$ cat src/rtl/dds_seq.sv
// DDS tone-table loader: soft-resets the DDS, writes theta/delta/ampl per tone, then starts it.
// Define DDS_SEQ_SAMPLE_TIMER_EN to build the internal sample-rate timer instead of using i_ext_tick.
module dds_seq #(
  parameter int SIG_WIDTH = 16,
  parameter int THETAS    = 0,
  parameter int DELTAS    = 1,
  parameter int AMPLS     = 2
) (
  input  logic                 clk,
  input  logic                 rst,
  input  logic                 i_cmd_load,
  input  logic                 i_cmd_stop,
  input  logic [31:0]          i_lngth,
  input  logic [31:0]          i_clk_div,
  input  logic                 i_ext_tick,
  input  logic                 i_tone_valid,
  output logic                 o_tone_ready,
  input  logic [SIG_WIDTH-1:0] i_tone_theta,
  input  logic [SIG_WIDTH-1:0] i_tone_delta,
  input  logic [SIG_WIDTH-1:0] i_tone_ampl,
  output logic [31:0]          o_dds_addrs,
  output logic                 o_dds_write,
  output logic [31:0]          o_dds_thetas_reg,
  output logic [31:0]          o_dds_deltas_reg,
  output logic [31:0]          o_dds_ampls_reg,
  output logic [31:0]          o_dds_ctrl_reg,
  output logic [31:0]          o_dds_lngth_reg,
  output logic                 o_dds_sample_en,
  output logic                 o_busy,
  output logic                 o_running,
  output logic                 o_err
);

  typedef enum logic [2:0] {
    IDLE, CLR, WAIT, WR_T, WR_D, WR_A, RUN
  } state_t;

  state_t      state;
  state_t      nxt;
  logic [31:0] cnt;
  logic [31:0] cnt_inc;
  logic        load_ok;
  logic        load_bad;
  logic        hs;

  function automatic logic len_ok(input logic [31:0] l);
    case (l)
      32'd1, 32'd8, 32'd16, 32'd32,
      32'd64, 32'd128, 32'd256, 32'd512:
        len_ok = 1'b1;
      default:
        len_ok = 1'b0;
    endcase
  endfunction

  assign cnt_inc = cnt + 32'd1;

  // Stop beats every other request, including a coincident load.
  always_comb begin
    nxt      = state;
    load_ok  = 1'b0;
    load_bad = 1'b0;
    hs       = 1'b0;
    if (i_cmd_stop) begin
      nxt = IDLE;
    end else begin
      unique case (state)
        IDLE, RUN: begin
          if (i_cmd_load) begin
            if (len_ok(i_lngth)) begin
              nxt     = CLR;
              load_ok = 1'b1;
            end else begin
              load_bad = 1'b1;
            end
          end
        end
        CLR:  nxt = WAIT;
        WAIT: begin
          if (i_tone_valid) begin
            nxt = WR_T;
            hs  = 1'b1;
          end
        end
        WR_T: nxt = WR_D;
        WR_D: nxt = WR_A;
        WR_A: begin
          if (cnt_inc == o_dds_lngth_reg)
            nxt = RUN;
          else
            nxt = WAIT;
        end
        default: nxt = IDLE;
      endcase
    end
  end

  // Outputs are registered from the next state so they line up with it.
  always_ff @(posedge clk) begin
    if (rst) begin
      state            <= IDLE;
      cnt              <= '0;
      o_tone_ready     <= 1'b0;
      o_dds_addrs      <= '0;
      o_dds_write      <= 1'b0;
      o_dds_thetas_reg <= '0;
      o_dds_deltas_reg <= '0;
      o_dds_ampls_reg  <= '0;
      o_dds_ctrl_reg   <= '0;
      o_dds_lngth_reg  <= '0;
      o_busy           <= 1'b0;
      o_running        <= 1'b0;
      o_err            <= 1'b0;
    end else begin
      state <= nxt;
      if (load_ok) begin
        o_dds_lngth_reg <= i_lngth;
        cnt             <= '0;
        o_err           <= 1'b0;
      end
      if (load_bad)
        o_err <= 1'b1;
      if (hs) begin
        o_dds_thetas_reg <= 32'(i_tone_theta);
        o_dds_deltas_reg <= 32'(i_tone_delta);
        o_dds_ampls_reg  <= 32'(i_tone_ampl);
      end
      if (state == WR_A)
        cnt <= cnt_inc;
      o_tone_ready <= (nxt == WAIT);
      o_running    <= (nxt == RUN);
      o_busy       <= (nxt != IDLE) && (nxt != RUN);
      o_dds_write  <= 1'b0;
      o_dds_addrs  <= '0;
      o_dds_ctrl_reg <= '0;
      unique case (nxt)
        CLR:  o_dds_ctrl_reg <= 32'd1;
        RUN:  o_dds_ctrl_reg <= 32'd2;
        WR_T: begin
          o_dds_write <= 1'b1;
          o_dds_addrs <= 32'(THETAS);
        end
        WR_D: begin
          o_dds_write <= 1'b1;
          o_dds_addrs <= 32'(DELTAS);
        end
        WR_A: begin
          o_dds_write <= 1'b1;
          o_dds_addrs <= 32'(AMPLS);
        end
        default: ;
      endcase
    end
  end

`ifdef DDS_SEQ_SAMPLE_TIMER_EN
  logic [31:0] tcnt;
  logic [31:0] tcnt_inc;
  logic [31:0] period;
  logic        sample_q;
  logic        unused_tick;

  assign unused_tick = i_ext_tick;
  assign period      = (i_clk_div == 32'd0) ? 32'd1 : i_clk_div;
  assign tcnt_inc    = tcnt + 32'd1;

  // tcnt holds cycles since RUN entry modulo the period.
  always_ff @(posedge clk) begin
    if (rst) begin
      tcnt     <= '0;
      sample_q <= 1'b0;
    end else if (nxt == RUN && state != RUN) begin
      tcnt     <= '0;
      sample_q <= (i_clk_div == 32'd0);
    end else if (nxt == RUN) begin
      if (tcnt_inc >= period) begin
        tcnt     <= '0;
        sample_q <= 1'b1;
      end else begin
        tcnt     <= tcnt_inc;
        sample_q <= 1'b0;
      end
    end else begin
      tcnt     <= '0;
      sample_q <= 1'b0;
    end
  end

  assign o_dds_sample_en = sample_q;
`else
  logic unused_div;

  assign unused_div      = ^i_clk_div;
  assign o_dds_sample_en = i_ext_tick & o_running;
`endif

endmodule
$ cat config.mk
export PLATFORM = sky130hd
export DESIGN_NAME = dds_seq
export DESIGN_NICKNAME = d
export VERILOG_FILES = /design/src/rtl/dds_seq.sv
export SDC_FILE = /design/constraint.sdc
export NUM_CORES = 1
export LEC_CHECK = 0
export BUFFER_PORTS_ARGS = -buffer_cell sky130_fd_sc_hd__buf_2
export CAP_MARGIN = 10
export CELL_PAD_IN_SITES_DETAIL_PLACEMENT = 1
export CELL_PAD_IN_SITES_GLOBAL_PLACEMENT = 1
export CORE_ASPECT_RATIO = 1.75
export CORE_UTILIZATION = 33
export CTS_CLUSTER_DIAMETER = 150
export CTS_CLUSTER_SIZE = 14
export DETAILED_ROUTE_END_ITERATION = 10
export PLACE_DENSITY = 0.81
export REMOVE_ABC_BUFFERS = 1
export SLEW_MARGIN = 20
export SYNTH_ARGS = -nofsm -noshare
export SYNTH_HDL_FRONTEND = slang
export SYNTH_SLANG_ARGS = --single-unit
$ cat constraint.sdc
create_clock -name clk -period 4.2 [get_ports clk]
set_input_delay 0.21 -clock clk [delete_from_list [all_inputs] [get_ports clk]]
set_output_delay 0.21 -clock clk [all_outputs]
set_load 0.05 [all_outputs]
==> qor.yml, run 1 <==
route:
  drc: 0
  wirelength_mm: 20.4
  viasPerCell: 5.07
  wire_per_inst_um: 15.7
  firstDrtPassIters: 4
  vias: 6584
  drt_iter0_drc: 242
  ant_nets: 0
layout:
  insertedDiodeCount: 0
  fillCellCount: 2576
  drive_above_1_share: 0.227
  seqCellArea_um2: 2480
  multi_input_area_um2: 3690
  final_nets: 1156
  synthToLayoutAreaGrowth_pct: 18.9
worst_hold_path:
  hp-class: "input pin to register"
  min-delay-start: "i_tone_delta[14]"
  hold_depth: 3
  holdPathEnd: "o_dds_deltas_reg[14]$_SDFFE_PP0P_"
clock_network:
  cts_max_level: 4
  clock_latency_ns: 0.42
  hold_buffers: 0
  path_clk_slew_ns: 0.06
  cts_setup_buffers: 0
  cts.sinks: 124
  clk_path_buf_depth: 2
  tritoncts: "done"
  root_buffer: "clkbuf_16"
  cts_resized: 0
  cts_inserted_buffers: 17
yosys:
  synth_top_area_cell: "dfxtp_1"
  synth.yosys.seq_area_share: 0.364
  synth_seq_cells: 124
  synth_cells: 886
  mappedNetlistArea_um2: 6830
  avgSynthCellArea_um2: 7.71
  ys_top_cells_by_area: "dfxtp_1 36%, buf_4 12%, nand2_1 8.1%"
  synth_top_area_frac: 0.364
  yosys_warnings: 0
  synth_edf_count: 0
  synth.distinct_cells: 65
  synthFlopType: "dfxtp_1"
  async_flop_share: 0
power_and_ir_drop:
  p_per_area_nw_per_um2: 376
  finalPower_mw: 3.05
  power.leakage_nw: 3.41
  ir_worst_vdd_mv: 0.275
job:
  maxCapViolations: 0
setup_path:
  cp_max_fo: 10
  critPathKind: "register to register"
  r2r_slack_ns: 0.39
  crit_start: "cnt[2]$_SDFFE_PP0P_"
  rr_worst_depth: 9
  reg2reg_to: "o_busy$_SDFF_PP0_"
  cp-start-kind: "register"
  crit_path_end_kind: "register"
  r2r_start: "cnt[2]$_SDFFE_PP0P_"
  required_ns: 4.50
  crit_arrival_ns: 4.12
place:
  dp_hpwl_mm: 15.2
  port_buffers: 175
  place_congestion: 0.841
floorplanning:
  die_width_um: 111
  io_pins: 316
  rows: 69
  die_h_um: 192
  core_um2: 20300
  initial_core_util: 0.337
  die_area_um2: 21300
grt:
  grtUsageTotal: 0.186
  grt_max_degree: 51
  grt_first_pass_wirelength_mm: 31.4
  antenna_found_initial: 0
  first_global_vias: 6335
  overflow: 0
sta:
  tightest_slew_ns: 0.975
  max-slew-margin-rel: 0.350
  slew_viol_final: 0
  skew_ns: 0.00829
  fmax_mhz: 262
  setup_violations: 0
  fin_crit_ns: 3.81
  hold_viol_final: 0
  rsz0062_at_grt: "false"
  setup_tns_ns: 0
  period_share: 0.908
status:
  outcome: "finished, final reports clean"
[synth_stat cells (all sizes together), types with 4 or more instances]
master / count
a22oi: 5
and3: 13
nor3b: 5
nand4: 10
clkbuf: 38
o21ai: 33
and2: 30
xnor2: 21
nand3b: 5
nand2: 147
inv: 8
or4: 5
and4: 5
xor2: 16
nor2: 57
a31oi: 5
nand3: 31
buf: 124
nor4b: 5
a311oi: 11
nor4: 15
nor3: 19
dfxtp: 124
a21oi: 94
or2: 4
or3: 9
[power by group]
| group | switching [mW] | leakage (nW) | internal, mW |
|---|---|---|---|
| clock | 0.564 | 0.288 | 1.01 |
| sequential | 0.000724 | 0.998 | 1.18 |
| combinational | 0.258 | 2.12 | 0.0371 |
| total | 0.822 | 3.41 | 2.23 |
[stage by stage]
stage / setup WS (ns) / area (µm²) / utilization / hold WS, ns / std cells
after floorplan: 0.809 / 6190 / - / 0.279 / 831
after global placement: 0.511 / 7480 / 0.369 / 0.439 / 1266
after detailed placement: 0.389 / 7480 / 0.369 / 0.445 / 1266
after CTS: 0.373 / 8120 / 0.400 / 0.00491 / 1298
after global routing: 0.0949 / 8120 / 0.400 / 0.00814 / 1298
final: 0.387 / 8120 / 0.400 / 0.0267 / 1298
[placed cells by master (no fill, tap or decap), types with 5 or more instances in the layout]
cell type	netlist	routed
buf_2	13	175
nand2_1	147	147
dfxtp_1	124	124
conb_1	1	108
a21oi_1	93	93
nor2_1	57	57
o21ai_0	33	33
and2_1	30	30
nand3_1	31	30
xnor2_1	21	21
nor3_1	18	18
clkbuf_16	0	17
xor2_1	16	16
nor4_1	14	14
and3_1	13	12
buf_4	108	12
a311oi_1	11	11
nand4_1	9	9
inv_1	8	8
or3_1	8	8
clkinvlp_4	0	6
nor3b_1	5	5
nand3b_1	5	5
and4_1	5	5
a22oi_1	5	5
a31oi_1	5	5
[kinds of logic after synthesis]
logic type / after synthesis / synth area share
AO/OA/AOI/OAI: 180 / 0.157
XOR/XNOR: 37 / 0.0475
adder cells (fa/ha/maj): 1 / 0.00183
buffers and inverters: 170 / 0.156
flip-flops: 124 / 0.364
multiplexers: 4 / 0.00605
other: 1 / 0.000549
AND/OR/NAND/NOR: 369 / 0.267
[worst max-delay path: stages, from the launching register on]
cell,delay [ns]
dfxtp_1,0.51
and4_1,0.42
nand3_1,0.38
o31a_1,0.40
nor4_1,0.41
nand4_1,0.19
a2111oi_2,0.40
o2111ai_1,0.28
and2_1,0.32
o311a_1,0.37
[worst max-delay path by stage]
| stage | to | slack (ns) |
|---|---|---|
| 2_1_floorplan | o_busy$_SDFF_PP0_ | 0.81 |
| 3_3_place_gp | o_busy$_SDFF_PP0_ | 0.51 |
| 4_1_cts | o_busy$_SDFF_PP0_ | 0.37 |
| 6_report | o_busy$_SDFF_PP0_ | 0.39 |
| 3_5_place_dp | o_busy$_SDFF_PP0_ | 0.39 |
| 5_1_grt | o_busy$_SDFF_PP0_ | 0.09 |
[final cells by class]
| class | count | area share |
|---|---|---|
| timing repair buffer | 187 | 0.119 |
| inverter | 8 | 0.00370 |
| clock inverter | 13 | 0.0236 |
| clock buffer | 19 | 0.0546 |
| tap | 248 | 0.0382 |
| sequential | 124 | 0.306 |
| multi-input combinational | 699 | 0.455 |
[metal layers]
layer / routed length, µm / track usage / up-vias
met5: 0 / 0 / -
met1: 7170 / 0.168 / 3150
met2: 11600 / 0.379 / 249
li1: - / - / 3143
met3: 878 / 0.0320 / 42
met4: 755 / 0.107 / 0
(Power assumes the default switching activity.)
==> run 2, diff against run 1 <==
--- a/config.mk
+++ b/config.mk
@@ -5,12 +5,13 @@
 export SDC_FILE = /design/constraint.sdc
 export NUM_CORES = 1
 export LEC_CHECK = 0
+export ABC_AREA = 1
 export BUFFER_PORTS_ARGS = -buffer_cell sky130_fd_sc_hd__buf_2
 export CAP_MARGIN = 10
 export CELL_PAD_IN_SITES_DETAIL_PLACEMENT = 1
 export CELL_PAD_IN_SITES_GLOBAL_PLACEMENT = 1
 export CORE_ASPECT_RATIO = 1.75
-export CORE_UTILIZATION = 33
+export CORE_UTILIZATION = 32
 export CTS_CLUSTER_DIAMETER = 150
 export CTS_CLUSTER_SIZE = 14
 export DETAILED_ROUTE_END_ITERATION = 10
==> run 2 against run 1 <==
  * Synthesized cell count rose by 21%
  * Register-to-register slack improved by 1.0 ns
  * Non-clock buffer count fell by 6
  * Die area rose by 6.1%
  * Clock skew rose by 0.0049 ns
  * Area after synthesis rose by 3.0%
  * Total power rose by 1.7%
  * Largest power group unchanged
  * Highest routed layer unchanged
==> qor.yml, run 2 <==
clock_network:
  cts_resized: 0  # unchanged
  root_buffer: "clkbuf_16"  # unchanged
  clock_latency_ns: 0.44  # was 0.42 ns
  cts_setup_buffers: 0  # unchanged
  tritoncts: "done"  # unchanged
  hold_buffers: 0  # unchanged
  path_clk_slew_ns: 0.06  # about the same
  clk_path_buf_depth: 2  # unchanged
  cts.sinks: 124  # unchanged
  cts_inserted_buffers: 17  # unchanged
  cts_max_level: 4  # unchanged
sta:
  setup_tns_ns: 0  # unchanged
  tightest_slew_ns: 1.11  # was 0.975 ns
  slew_viol_final: 0  # unchanged
  fin_crit_ns: 2.77  # was 3.81 ns
  max-slew-margin-rel: 0.262  # was 0.350
  setup_violations: 0  # unchanged
  period_share: 0.660  # was 0.908
  whs_ns: 0.0585  # was 0.0267 ns
  skew_ns: 0.0132  # was 0.00829 ns
  fmax_mhz: 361  # was 262 MHz
  fin_ws_ns: 1.43  # was 0.387 ns
  rsz0062_at_grt: "false"  # unchanged
  hold_viol_final: 0  # unchanged
setup_path:
  crit_arrival_ns: 3.10  # was 4.12 ns
  slowest_delay_ns: 0.54  # was 0.51 ns
  reg2reg_to: "o_tone_ready$_SDFF_PP0_"  # was o_busy$_SDFF_PP0_
  cp_max_fo: 7  # was 10
  rr_worst_depth: 16  # was 9
  cp-start-kind: "register"  # unchanged
  cp_cell_sequence: "ha_1 -> nand2_2 -> nor2_8 -> nand2_2 -> nor2_4 -> nand2_1 -> nand3_1 -> nand3_1 -> nor2_1 -> nand2_1 -> nor2_1 -> nand3_2 -> nand2_4 -> nand2_2 -> inv_1 -> nor2_1"  # was and4_1 -> nand3_1 -> o31a_1 -> nor4_1 -> nand4_1 -> a2111oi_2 -> o2111ai_1 -> and2_1 -> o311a_1
  crit_path_top_delay_cell: "dfxtp_1"  # unchanged
  crit_path_end_kind: "register"  # unchanged
  crit_start: "cnt[0]$_SDFFE_PP0P_"  # was cnt[2]$_SDFFE_PP0P_
  critPathKind: "register to register"  # unchanged
  path_delay_family: "simple AND/OR/NAND/NOR gates"  # unchanged
  r2r_slack_ns: 1.43  # was 0.39 ns
  crit_buf_inv: 1  # was 0
  r2r_start: "cnt[0]$_SDFFE_PP0P_"  # was cnt[2]$_SDFFE_PP0P_
  required_ns: 4.53  # was 4.50 ns
floorplanning:
  rows: 71  # was 69
  initial_core_util: 0.327  # was 0.337
  core_um2: 21500  # was 20300 µm²
  io_pins: 316  # unchanged
  die_area_um2: 22600  # was 21300 µm²
  die_h_um: 198  # was 192 µm
  die_width_um: 114  # was 111 µm
place:
  post-place-ws_ns: 1.21  # was 0.389 ns
  place_congestion: 0.812  # was 0.841
  placed_cells: 1514  # was 1266
  dpl_cell_area_um2: 7790  # was 7480 µm²
  dp_hpwl_mm: 17.2  # was 15.2 mm
  port_buffers: 175  # unchanged
layout:
  final_cell_mix: "254 x nand2_1, 175 x buf_2, 156 x inv_1"  # was 175 x buf_2, 147 x nand2_1, 124 x dfxtp_1
  drive_above_1_share: 0.189  # was 0.227
  synthToLayoutAreaGrowth_pct: 20.0  # was 18.9%
  mostFrequentLayoutCell: "nand2_1"  # was buf_2
  final_area_um2: 8440  # was 8120 µm²
  final_core_util: 0.392  # was 0.400
  fin_cells: 1545  # was 1298
  final_nets: 1360  # was 1156
  insertedDiodeCount: 0  # unchanged
route:
  firstDrtPassIters: 4  # unchanged
  drt_iter0_drc: 120  # was 242
  wire_per_inst_um: 14.2  # was 15.7 µm
  viasPerCell: 4.59  # was 5.07
  wirelength_mm: 21.9  # was 20.4 mm
  vias: 7087  # was 6584
  drc: 0  # unchanged
  ant_nets: 0  # unchanged
yosys:
  mappedNetlistArea_um2: 7030  # was 6830 µm²
  yosys_warnings: 0  # unchanged
  avgSynthCellArea_um2: 6.54  # was 7.71 µm²
  synth_top_area_frac: 0.353  # was 0.364
  synth_edf_count: 0  # unchanged
  synth.distinct_cells: 33  # was 65
  synth_top_area_cell: "dfxtp_1"  # unchanged
  yosys.area_share.simple: 0.310  # was 0.267
  synth_compound_area_frac: 0.116  # was 0.157
  post-synth-top-count-cell: "nand2_1"  # unchanged
  synthFlopType: "dfxtp_1"  # unchanged
  synth_xor_area_frac: 0.00125  # was 0.0475
  synth_top_family_by_area: "simple AND/OR/NAND/NOR gates"  # unchanged
  synth_common_cells: "254 x nand2_1, 157 x inv_1, 124 x dfxtp_1"  # was 147 x nand2_1, 124 x dfxtp_1, 108 x buf_4
  synth_seq_cells: 124  # unchanged
  synth_cells: 1075  # was 886
  synth.yosys.seq_area_share: 0.353  # was 0.364
  ys_top_cells_by_area: "dfxtp_1 35%, nand2_1 14%, buf_4 12%"  # was dfxtp_1 36%, buf_4 12%, nand2_1 8.1%
  async_flop_share: 0  # unchanged
  muxShareOfSynthArea: 0  # was 0.00605
  yosys.area_share.adder: 0.00178  # was 0.00183
worst_hold_path:
  hp-class: "input pin to register"  # unchanged
  min-delay-start: "i_tone_delta[15]"  # was i_tone_delta[14]
  hold_depth: 3  # unchanged
  holdPathEnd: "o_dds_deltas_reg[15]$_SDFFE_PP0P_"  # was o_dds_deltas_reg[14]$_SDFFE_PP0P_
grt:
  first_global_vias: 7188  # was 6335
  grt_first_pass_wirelength_mm: 35.0  # was 31.4 mm
  grtUsageTotal: 0.203  # was 0.186
  grt_max_degree: 78  # was 51
  overflow: 0  # unchanged
  antenna_found_initial: 0  # unchanged
status:
  outcome: "finished, final reports clean"  # unchanged
job:
  maxCapViolations: 0  # unchanged
power_and_ir_drop:
  ir_worst_vdd_mv: 0.237  # was 0.275 mV
  power.leakage_nw: 4.13  # was 3.41 nW
  p_per_area_nw_per_um2: 367  # was 376 nW/µm²
  finalPower_mw: 3.10  # was 3.05 mW
-- run 2: cell types whose count changed in the layout (fill, tap and decap cells not counted), sizes merged, moves of 23 or more --
cell | previous run | this run
o21ai | 33 | 56
nand2 | 147 | 262
nand3 | 31 | 109
and2 | 30 | 3
nor2 | 57 | 96
inv | 9 | 158
-- run 2: cell type report --
| type | count | area (µm²) |
|---|---|---|
| fillers | 2912 | 13100 |
| inverters | 159 | 597 |
| clock inverters | 9 | 159 |
| multi-input cells | 758 | 3430 |
| flip-flops and latches | 124 | 2480 |
| well taps | 292 | 365 |
| repair buffers | 181 | 921 |
| clock buffers | 22 | 484 |
-- run 2: where the power goes --
part	switching, mW	internal, mW
Combinational	0.264	0.0389
Sequential	0.000408	1.18
Clock	0.565	1.06
-- run 2: layer usage --
metal	GRT usage	up-vias	share of wire
li1	-	3491	-
met1	0.169	3295	0.32
met2	0.413	263	0.57
met3	0.0612	38	0.070
met4	0.102	0	0.039
met5	0	-	0
-- run 2: worst max-delay path by stage --
stage | endpoint | cells after the start
after floorplan | o_dds_ampls_reg[0]$_SDFFE_PP0P_ | 4
after global placement | cnt[4]$_SDFFE_PP0P_ | 12
after detailed placement | cnt[22]$_SDFFE_PP0P_ | 12
after CTS | cnt[22]$_SDFFE_PP0P_ | 11
after global routing | cnt[20]$_SDFFE_PP0P_ | 11
final | o_tone_ready$_SDFF_PP0_ | 16
-- run 2: kinds of logic after synthesis --
kind of cell             count (synthesis)
AND/OR/NAND/NOR                        492
adder cells (fa/ha/maj)                  1
AO/OA/AOI/OAI                          156
XOR/XNOR                                 1
buffers and inverters                  300
flip-flops                             124
other                                    1
-- run 2: tightest hold or removal path: stages --
cell	delay, ns
buf_2	0.07
o21ai_0	0.07
a21oi_1	0.10
==> run 3, diff against run 2 <==
--- a/config.mk
+++ b/config.mk
@@ -5,13 +5,13 @@
 export SDC_FILE = /design/constraint.sdc
 export NUM_CORES = 1
 export LEC_CHECK = 0
-export ABC_AREA = 1
+export ABC_AREA = 0
 export BUFFER_PORTS_ARGS = -buffer_cell sky130_fd_sc_hd__buf_2
 export CAP_MARGIN = 10
 export CELL_PAD_IN_SITES_DETAIL_PLACEMENT = 1
 export CELL_PAD_IN_SITES_GLOBAL_PLACEMENT = 1
 export CORE_ASPECT_RATIO = 1.75
-export CORE_UTILIZATION = 32
+export CORE_UTILIZATION = 33
 export CTS_CLUSTER_DIAMETER = 150
 export CTS_CLUSTER_SIZE = 14
 export DETAILED_ROUTE_END_ITERATION = 10
==> constraint.sdc (replaced) <==
create_clock -name clk -period 2.6 [get_ports clk]
set_input_delay 0.13 -clock clk [delete_from_list [all_inputs] [get_ports clk]]
set_output_delay 0.13 -clock clk [all_outputs]
set_load 0.05 [all_outputs]
==> run 3 against run 2 <==
  * The run now ends with setup timing left
  * Combinational power is 82% higher
  * Total power grew 66%
  * Clock-buffer cell count shrank 3
  * Utilization increased by 9.5 points
  * Cell count shrank 4.4%
  * Routed wire length grew 24%
  * Design area grew 17%
  * Critical path depth shrank 4
==> qor.yml, run 3 (synthesis results as in run 1) <==
status:
  outcome: "finished with violations"  # was finished, final reports clean
  violations: "setup timing"
setup_path:
  cp_cell_sequence: "nand4_1 -> buf_4 -> nor4_2 -> buf_4 -> nand3_1 -> or2_2 -> xnor2_1 -> nor4_4 -> o2111ai_2 -> and2_4 -> buf_6 -> and4b_1"  # was ha_1 -> nand2_2 -> nor2_8 -> nand2_2 -> nor2_4 -> nand2_1 -> nand3_1 -> nand3_1 -> nor2_1 -> nand2_1 -> nor2_1 -> nand3_2 -> nand2_4 -> nand2_2 -> inv_1 -> nor2_1
  crit_arrival_ns: 3.37  # was 3.10 ns
  crit_start: "cnt[9]$_SDFFE_PP0P_"  # was cnt[0]$_SDFFE_PP0P_
  crit_end: "o_dds_addrs[1]$_SDFF_PP0_"  # was o_tone_ready$_SDFF_PP0_
  cp_max_fo: 4  # was 7
  cp_common_cell: "buf_4"
  reg2reg_to: "o_dds_addrs[1]$_SDFF_PP0_"  # was o_tone_ready$_SDFF_PP0_
  r2r_start: "cnt[9]$_SDFFE_PP0P_"  # was cnt[0]$_SDFFE_PP0P_
  path_delay_family: "simple AND/OR/NAND/NOR gates"  # unchanged
  crit_path_end_kind: "register"  # unchanged
  slowest_delay_ns: 0.37  # was 0.54 ns
  worstSetupPathDepth: 12  # was 16
  required_ns: 2.97  # was 4.53 ns
  rr_worst_depth: 12  # was 16
  cp-start-kind: "register"  # unchanged
  crit_path_top_delay_cell: "dfxtp_1"  # unchanged
  critPathKind: "register to register"  # unchanged
  crit_buf_inv: 3  # was 1
  r2r_slack_ns: -0.40  # was 1.43 ns
grt:
  overflow: 0  # unchanged
  grt_first_pass_wirelength_mm: 41.3  # was 35.0 mm
  antenna_found_initial: 1  # was 0
  grtUsageTotal: 0.246  # was 0.203
  grt_max_degree: 49  # was 78
  first_global_vias: 8075  # was 7188
power_and_ir_drop:
  p_per_area_nw_per_um2: 520  # was 367 nW/µm²
  finalPower_mw: 5.14  # was 3.10 mW
  power.leakage_nw: 4.36  # was 4.13 nW
  ir_worst_vdd_mv: 0.344  # was 0.237 mV
route:
  ant_nets: 0  # unchanged
  drc: 0  # unchanged
  wire_per_inst_um: 18.4  # was 14.2 µm
  drt_iter0_drc: 335  # was 120
  vias: 7683  # was 7087
  viasPerCell: 5.20  # was 4.59
  wirelength_mm: 27.1  # was 21.9 mm
  firstDrtPassIters: 4  # unchanged
layout:
  final_nets: 1333  # was 1360
  fillCellCount: 2490  # was 2912
  mostFrequentLayoutCell: "buf_2"  # was nand2_1
  final_core_util: 0.487  # was 0.392
  final_area_um2: 9880  # was 8440 µm²
  fin_cells: 1477  # was 1545
  drive_above_1_share: 0.332  # was 0.189
  synthToLayoutAreaGrowth_pct: 44.7  # was 20.0%
  final_cell_mix: "175 x buf_2, 147 x nand2_1, 131 x buf_4"  # was 254 x nand2_1, 175 x buf_2, 156 x inv_1
floorplanning:
  io_pins: 316  # unchanged
  core_um2: 20300  # was 21500 µm²
  initial_core_util: 0.337  # was 0.327
  rows: 69  # was 71
  die_area_um2: 21300  # was 22600 µm²
  die_width_um: 111  # was 114 µm
  die_h_um: 192  # was 198 µm
sta:
  skew_ns: 0.0146  # was 0.0132 ns
  period_share: 1.16  # was 0.660
  setup_tns_ns: -2.73  # was 0 ns
  setup_violations: 9  # was 0
  fin_ws_ns: -0.403  # was 1.43 ns
  max-slew-margin-rel: 0.642  # was 0.262
  tightest_slew_ns: 0.532  # was 1.11 ns
  fin_crit_ns: 3.00  # was 2.77 ns
  fmax_mhz: 333  # was 361 MHz
  hold_viol_final: 0  # unchanged
  rsz0062_at_grt: "true"  # was false
  slew_viol_final: 0  # unchanged
clock_network:
  root_buffer: "clkbuf_16"  # unchanged
  clk_path_buf_depth: 2  # unchanged
  clock_latency_ns: 0.43  # was 0.44 ns
  cts.sinks: 124  # unchanged
  cts_inserted_buffers: 17  # unchanged
  path_clk_slew_ns: 0.06  # about the same
  tritoncts: "done"  # unchanged
  cts_max_level: 4  # unchanged
place:
  dpl_cell_area_um2: 8330  # was 7790 µm²
  place_congestion: 0.851  # was 0.812
  port_buffers: 175  # unchanged
  dp_hpwl_mm: 17.7  # was 17.2 mm
  placed_cells: 1379  # was 1514
worst_hold_path:
  hold_depth: 3  # unchanged
  hp-class: "input pin to register"  # unchanged
job:
  maxCapViolations: 0  # unchanged
[run 3: cell count changes in the layout (fill, tap and decap cells not counted), moves of 11 or more]
cell	before	now
xnor2_1	1	20
a311oi_1	0	11
nor2_1	86	56
and2_1	3	29
dfxtp_1	124	112
xor2_1	0	16
buf_4	6	131
inv_1	156	8
dlygate4sd3_1	0	52
nand3_1	105	27
nand2_1	254	147
o21ai_0	53	30
[run 3: stage by stage]
stage | hold slack, ns | worst slack, ns
after global routing | 0.0411 | -0.507
final | 0.0202 | -0.403
after CTS | 0.000116 | -0.314
after detailed placement | 0.380 | -0.819
after global placement | 0.371 | -0.779
after floorplan | 0.199 | -0.791
[run 3: area by class of cell]
| cell class | count | area (µm²) | area share |
|---|---|---|---|
| inverter | 8 | 30.0 | 0.00304 |
| sequential | 124 | 2500 | 0.253 |
| tap | 248 | 310 | 0.0314 |
| multi-input combinational | 699 | 3930 | 0.398 |
| clock inverter | 13 | 213 | 0.0215 |
| timing repair buffer | 364 | 2450 | 0.248 |
| clock buffer | 19 | 443 | 0.0448 |
| antenna | 2 | 5.00 | 0.000507 |
[run 3: worst register-to-register path, stage by stage, from the launching register on]
cell and delay, ns:
dfxtp_1 0.37, nand4_1 0.13, buf_4 0.17, nor4_2 0.26, buf_4 0.18, nand3_1 0.09, or2_2 0.31, xnor2_1 0.18
nor4_4 0.36, o2111ai_2 0.28, and2_4 0.24, buf_6 0.12, and4b_1 0.25
[run 3: worst min-delay path by stage]
| stage | startpoint | to | slack, ns |
|---|---|---|---|
| floorplan | rst | cnt[10]$_SDFFE_PP0P_ | 0.20 |
| global placement | i_tone_ampl[0] | o_dds_ampls_reg[0]$_SDFFE_PP0P_ | 0.37 |
| detailed placement | i_tone_theta[2] | o_dds_thetas_reg[2]$_SDFFE_PP0P_ | 0.38 |
| CTS | i_tone_delta[2] | o_dds_deltas_reg[2]$_SDFFE_PP0P_ | 0.0001 |
| global route | i_lngth[7] | o_dds_lngth_reg[7]$_SDFFE_PP0P_ | 0.04 |
| finish | i_tone_delta[2] | o_dds_deltas_reg[2]$_SDFFE_PP0P_ | 0.02 |
[run 3: per-layer routing]
metal | vias up | global-route usage | share of wire | routed length [µm]
met5 | - | 0 | 0 | 0
met4 | 0 | 0.197 | 0.061 | 1660
met3 | 116 | 0.0411 | 0.046 | 1230
met2 | 381 | 0.476 | 0.56 | 15100
met1 | 3685 | 0.225 | 0.33 | 9080
li1 | 3501 | - | - | -
[run 3: report_power, final]
part           internal [mW]  switching [mW]  total, mW  leakage (nW)
clock                   1.73           0.955       2.69         0.311
combinational          0.114           0.436      0.551          3.05
sequential              1.90        0.000754       1.90          1.01
total                   3.75            1.39       5.14          4.36
[run 3: timing repair]
item                       in CTS  in global routing
gates resized for setup        49                 20
hold endpoints to repair       52                  0
setup endpoints to repair       9                  9
pin swaps                      22                  9
hold buffers                   52                  0
setup buffers                  10                  2
